--- src/rtl/ysyx_23060096_ifu.sv ---
// Instruction fetch unit: owns the PC and keeps at most one imem request in flight.
// Hands one registered instruction at a time to decode over a valid/ready handshake.
module ysyx_23060096_ifu #(
  parameter int unsigned       XLEN      = 32,
  parameter logic [XLEN-1:0]   RESET_PC  = 32'h8000_0000,
  parameter logic [31:0]       NOP_INSTR = 32'h0000_0013
) (
  input  logic            clk,
  input  logic            rst_n,
  output logic            imem_req_valid,
  input  logic            imem_req_ready,
  output logic [XLEN-1:0] imem_req_addr,
  input  logic            imem_rsp_valid,
  input  logic [31:0]     imem_rsp_data,
  input  logic            imem_rsp_err,
  output logic            id_valid,
  input  logic            id_ready,
  output logic [XLEN-1:0] id_pc,
  output logic [31:0]     id_instr,
  output logic [6:0]      id_op,
  output logic [2:0]      id_func3,
  output logic [6:0]      id_func7,
  input  logic            redirect_valid,
  input  logic [XLEN-1:0] redirect_pc,
  output logic            fetch_err
);

  localparam int unsigned ILEN = 32;

  typedef enum logic [2:0] {
    ST_IDLE = 3'd0,
    ST_REQ  = 3'd1,
    ST_WAIT = 3'd2,
    ST_HOLD = 3'd3,
    ST_ERR  = 3'd4
  } state_e;

  state_e            state_q, state_d;
  logic [XLEN-1:0]   pc_q, pc_d;
  logic [XLEN-1:0]   req_addr_q, req_addr_d;
  logic              kill_q, kill_d;
  logic [XLEN-1:0]   id_pc_q, id_pc_d;
  logic [ILEN-1:0]   id_instr_q, id_instr_d;
  logic              req_valid_q, req_valid_d;
  logic              id_valid_q, id_valid_d;
  logic              fetch_err_q, fetch_err_d;
  logic [XLEN-1:0]   next_addr;

  always_ff @(posedge clk or negedge rst_n) begin
    if (!rst_n) begin
      state_q     <= ST_IDLE;
      pc_q        <= RESET_PC;
      req_addr_q  <= RESET_PC;
      kill_q      <= 1'b0;
      id_pc_q     <= '0;
      id_instr_q  <= NOP_INSTR;
      req_valid_q <= 1'b0;
      id_valid_q  <= 1'b0;
      fetch_err_q <= 1'b0;
    end else begin
      state_q     <= state_d;
      pc_q        <= pc_d;
      req_addr_q  <= req_addr_d;
      kill_q      <= kill_d;
      id_pc_q     <= id_pc_d;
      id_instr_q  <= id_instr_d;
      req_valid_q <= req_valid_d;
      id_valid_q  <= id_valid_d;
      fetch_err_q <= fetch_err_d;
    end
  end

  // Next-state logic; any transition into REQ with a misaligned address lands in ERR instead.
  always_comb begin
    state_d    = state_q;
    pc_d       = pc_q;
    req_addr_d = req_addr_q;
    kill_d     = kill_q;
    id_pc_d    = id_pc_q;
    id_instr_d = id_instr_q;
    next_addr  = redirect_valid ? redirect_pc : pc_q;

    if (redirect_valid) pc_d = redirect_pc;

    case (state_q)
      ST_IDLE: begin
        req_addr_d = next_addr;
        state_d    = (next_addr[1:0] != 2'b00) ? ST_ERR : ST_REQ;
      end
      ST_REQ: begin
        if (redirect_valid) kill_d = 1'b1;
        if (imem_req_ready) state_d = ST_WAIT;
      end
      ST_WAIT: begin
        if (imem_rsp_valid) begin
          if (redirect_valid || kill_q) begin
            kill_d     = 1'b0;
            req_addr_d = next_addr;
            state_d    = (next_addr[1:0] != 2'b00) ? ST_ERR : ST_REQ;
          end else if (imem_rsp_err) begin
            state_d = ST_ERR;
          end else begin
            id_instr_d = imem_rsp_data;
            id_pc_d    = req_addr_q;
            state_d    = ST_HOLD;
          end
        end else if (redirect_valid) begin
          kill_d = 1'b1;
        end
      end
      ST_HOLD: begin
        if (redirect_valid) begin
          id_instr_d = NOP_INSTR;
          state_d    = ST_IDLE;
        end else if (id_ready) begin
          pc_d       = pc_q + XLEN'(4);
          id_instr_d = NOP_INSTR;
          state_d    = ST_IDLE;
        end
      end
      ST_ERR: begin
        if (redirect_valid) state_d = ST_IDLE;
      end
      default: state_d = ST_IDLE;
    endcase

    req_valid_d = (state_d == ST_REQ);
    id_valid_d  = (state_d == ST_HOLD);
    fetch_err_d = (state_d == ST_ERR);
  end

  assign imem_req_valid = req_valid_q;
  assign imem_req_addr  = req_addr_q;
  assign id_valid       = id_valid_q;
  assign id_pc          = id_pc_q;
  assign id_instr       = id_instr_q;
  assign id_op          = id_instr_q[6:0];
  assign id_func3       = id_instr_q[14:12];
  assign id_func7       = id_instr_q[31:25];
  assign fetch_err      = fetch_err_q;

endmodule

--- config.mk ---
export PLATFORM = sky130hd
export DESIGN_NAME = ysyx_23060096_ifu
export DESIGN_NICKNAME = d
export VERILOG_FILES = /design/src/rtl/ysyx_23060096_ifu.sv
export SDC_FILE = /design/constraint.sdc
export NUM_CORES = 1
export LEC_CHECK = 0
export CAP_MARGIN = 15
export CORE_MARGIN = 2
export CORE_UTILIZATION = 44
export CTS_BUF_LIST = sky130_fd_sc_hd__clkbuf_8
export DETAILED_ROUTE_END_ITERATION = 16
export PLACE_DENSITY = 0.79
export SLEW_MARGIN = 20
export SYNTH_ARGS = -nofsm -noshare
export SYNTH_HDL_FRONTEND = slang
export SYNTH_SLANG_ARGS = --single-unit
--- constraint.sdc ---
create_clock -name clk -period 1.8 [get_ports clk]
set_input_delay 0.36 -clock clk [delete_from_list [all_inputs] [get_ports clk]]
set_output_delay 0.36 -clock clk [all_outputs]
set_load 0.01 [all_outputs]
==> summary.txt <==
Final layout
  • Util after Layout: 65.3%
  • Net count, final: 869
  • # fillers: 1058
  • Reg area: 3390 um2
  • Area of the multi-input gates: 2460 um2
  • Most common cell after layout, fill and taps aside: clkdlybuf4s50_1
  • Finished Layout Cells: 990
  • Antenna diodes: 0
  • Area grow syn2layout: 45.9%
  • Final Cell Area: 9030 um2
  • Most frequent cells in the layout: clkdlybuf4s50_1, dfrtp_1, o21ai_0, nor2_1
  • Share of cells above drive strength 1: 16.9%

STA
  • Slew HR: 71.9%
  • Slew Limit Fails: 0
  • Max Clock Skew: 0.0127 ns
  • Fmax: 571 MHz
  • Setup ws final: 0.0492 ns
  • Worst-Margin Slew: 0.420 ns
  • Min cycle time layout: 1.75 ns
  • Setup TNS: 0 ns
  • Tcrit/Tclk final: 97.3%
  • Endpoints failing hold: 0
  • Final Setup Violations: 0

CTS
  • Clock tree sinks: 135
  • Clock Latency Late Sink: 0.44 ns
  • CTS tree: done
  • Total CTS buffers: 17
  • Clock tree buffer depth: 2
  • Clock transition at path regs: 0.08 ns
  • Root Driver: clkbuf_8
  • H-Tree Level Count: 4

Global routing
  • First-pass GRT wire length: 25400 um
  • Initial antenna violation count: 1
  • Largest net degree at the start of global routing: 93
  • Global Route Usage Sum: 21.8%
  • Global route overflow: 0
  • Vias in the first global route: 5247

Worst setup path
  • Crit path DAT: 1.39 ns
  • Reg2reg end: pc_q[14]
  • Slowest stage delay, CP: 0.57 ns
  • Worst path slowest cell: clkdlybuf4s50_1
  • Reg2Reg Depth: 7
  • Worst-path maximum fanout: 3
  • Crit Path Class: reg -> out
  • Cell family with most CP delay: buffers and inverters
  • Cell chain of the critical path: clkdlybuf4s50_1
  • Endpoint type of the worst setup path: output port
  • Setup crit start kind: flop
  • Slack of the worst reg-to-reg path: 0.07 ns
  • Critical Path RT: 1.44 ns
  • RR Startpoint: pc_q[2]
  • Worst path buffer plus inverter count: 1

Detailed routing
  • Vias/cell: 5.23
  • Antenna viol nets, final: 0
  • DRT iter0 DRCs: 310
  • DR vias: 5175
  • Detailed-route DRC error count: 0
  • Final wirelength: 16400 um
  • DRT Pass-1 Iters: 4
  • WL per Instance: 16.6 um

Place
  • Post-Place Setup Slack: -0.337 ns
  • GP Congestion: 0.821
  • Placed inst area: 8410 um2
  • Hpwl dp: 11300 um
  • IO buf count: 186
  • Dpl cells: 948

Floorplan
  • Core ar.: 13800 um2
  • Initial Utilization: 44.8%
  • Chip Height: 123 um
  • Row cnt: 43
  • Die area: 15000 um2
  • Total I/O pin count: 187
  • Width of the die: 123 um

Logic synthesis
  • Synth Cell Area: 6190 um2
  • Post-synthesis cell type count: 46
  • Warnings, synthesis: 0
  • Avg Synthesized Cell Area: 10.4 um2
  • Synthesized instance count: 597
  • Register bit count reported by yosys: 135
  • Ys flop type: dfrtp_1
  • Asr flop ratio synth: 100%
  • Seq/Total Area, Yosys: 54.7%
  • Post-synth EDFFs: 0
  • Post-synth net total: 669

Power and ir drop
  • Leakage power: 4.05 nW
  • Worst IR Drop VDD: 0.000796 V
  • PD cells: 1450 nW/um2

Flow run
  • Max-cap violations: 0

Worst hold path
  • Hold Crit Class: in -> async

Run status
  • Status: finished, final reports clean
state kept, by name (all words and copies together), names as in the netlist:
name and flops:
imem_req_addr 32, id_instr 32, imem_req_valid 1, pc_q 32, state_q 3, id_valid 1
kill_q 1, fetch_err 1, id_pc 32
cell type report:
cell class,count,area share [%]
clock buffer,18,2.74
multi-input combinational,378,27.2
clock inverter,14,2.29
tap,180,2.49
sequential,135,37.5
timing repair buffer,231,26.4
inverter,34,1.41
power by group:
group	total [mW]	leakage, nW	internal [mW]	switching, mW
sequential	5.03	1.63	4.17	0.861
combinational	5.26	2.19	3.05	2.21
clock	2.85	0.224	1.67	1.18
kinds of logic (layout without fill, tap and decap cells):
group	count (synthesis)	in the layout	synth area share (%)
simple gates	197	197	17.3
flops	135	135	54.7
compound gates	116	116	10.9
buf+inv	84	297	6.36
mux	40	40	7.19
xor+xnor	24	24	3.39
fa+ha+maj	1	1	0.202
worst max path at each step:
stage                                  from                 to  slack (ns)  cells past startpoint
after floorplan                  state_q[2]           pc_q[31]        0.05                      6
after detailed placement       imem_rsp_err       id_instr[22]       -0.34                      7
final                     imem_req_addr[29]  imem_req_addr[29]        0.05                      1
after global placement             id_ready           pc_q[25]       -0.28                      7
after CTS                  imem_req_addr[3]   imem_req_addr[3]     0.00003                      1
after global routing                pc_q[7]           pc_q[14]       -0.01                      6
repair_timing:
item / CTS / global route
pin swaps: 0 / 2
gates resized for setup: 12 / 19
hold endpoints to repair: 30 / 0
buffers inserted: 0 / 7
hold buffers: 1 / 0
gates cloned: 0 / 2
setup endpoints to repair: 15 / 60
cell usage after synthesis, drive strengths merged, types with 10 or more instances:
cell      n  area, um2
a21oi    12       60.1
a31oi    32        200
and3     10       67.6
buf      29        188
clkbuf   21       78.8
dfrtp   130       3250
inv      34        128
mux2     36        405
nand2    38        143
nand2b   29        181
nand3    39        200
nand4    11       75.1
nor2     43        161
o21ai    61        305
xor2     17        149
layer usage:
layer / up-vias / wire [um] / global-route usage [%]
li1: 2436 / - / -
met1: 2501 / 6670 / 26.4
met2: 200 / 8180 / 36.7
met3: 38 / 1130 / 5.67
met4: 0 / 436 / 9.34
met5: - / 0 / 0
per-stage QoR:
step	hold WS (ns)	power, mW
after floorplan	0.0644	7.21
after global placement	0.263	10.2
after detailed placement	0.267	10.4
after CTS	0.355	13.3
after global routing	0.389	13.9
final	0.380	13.1
No activity file was read; power rests on OpenSTA's default activity.
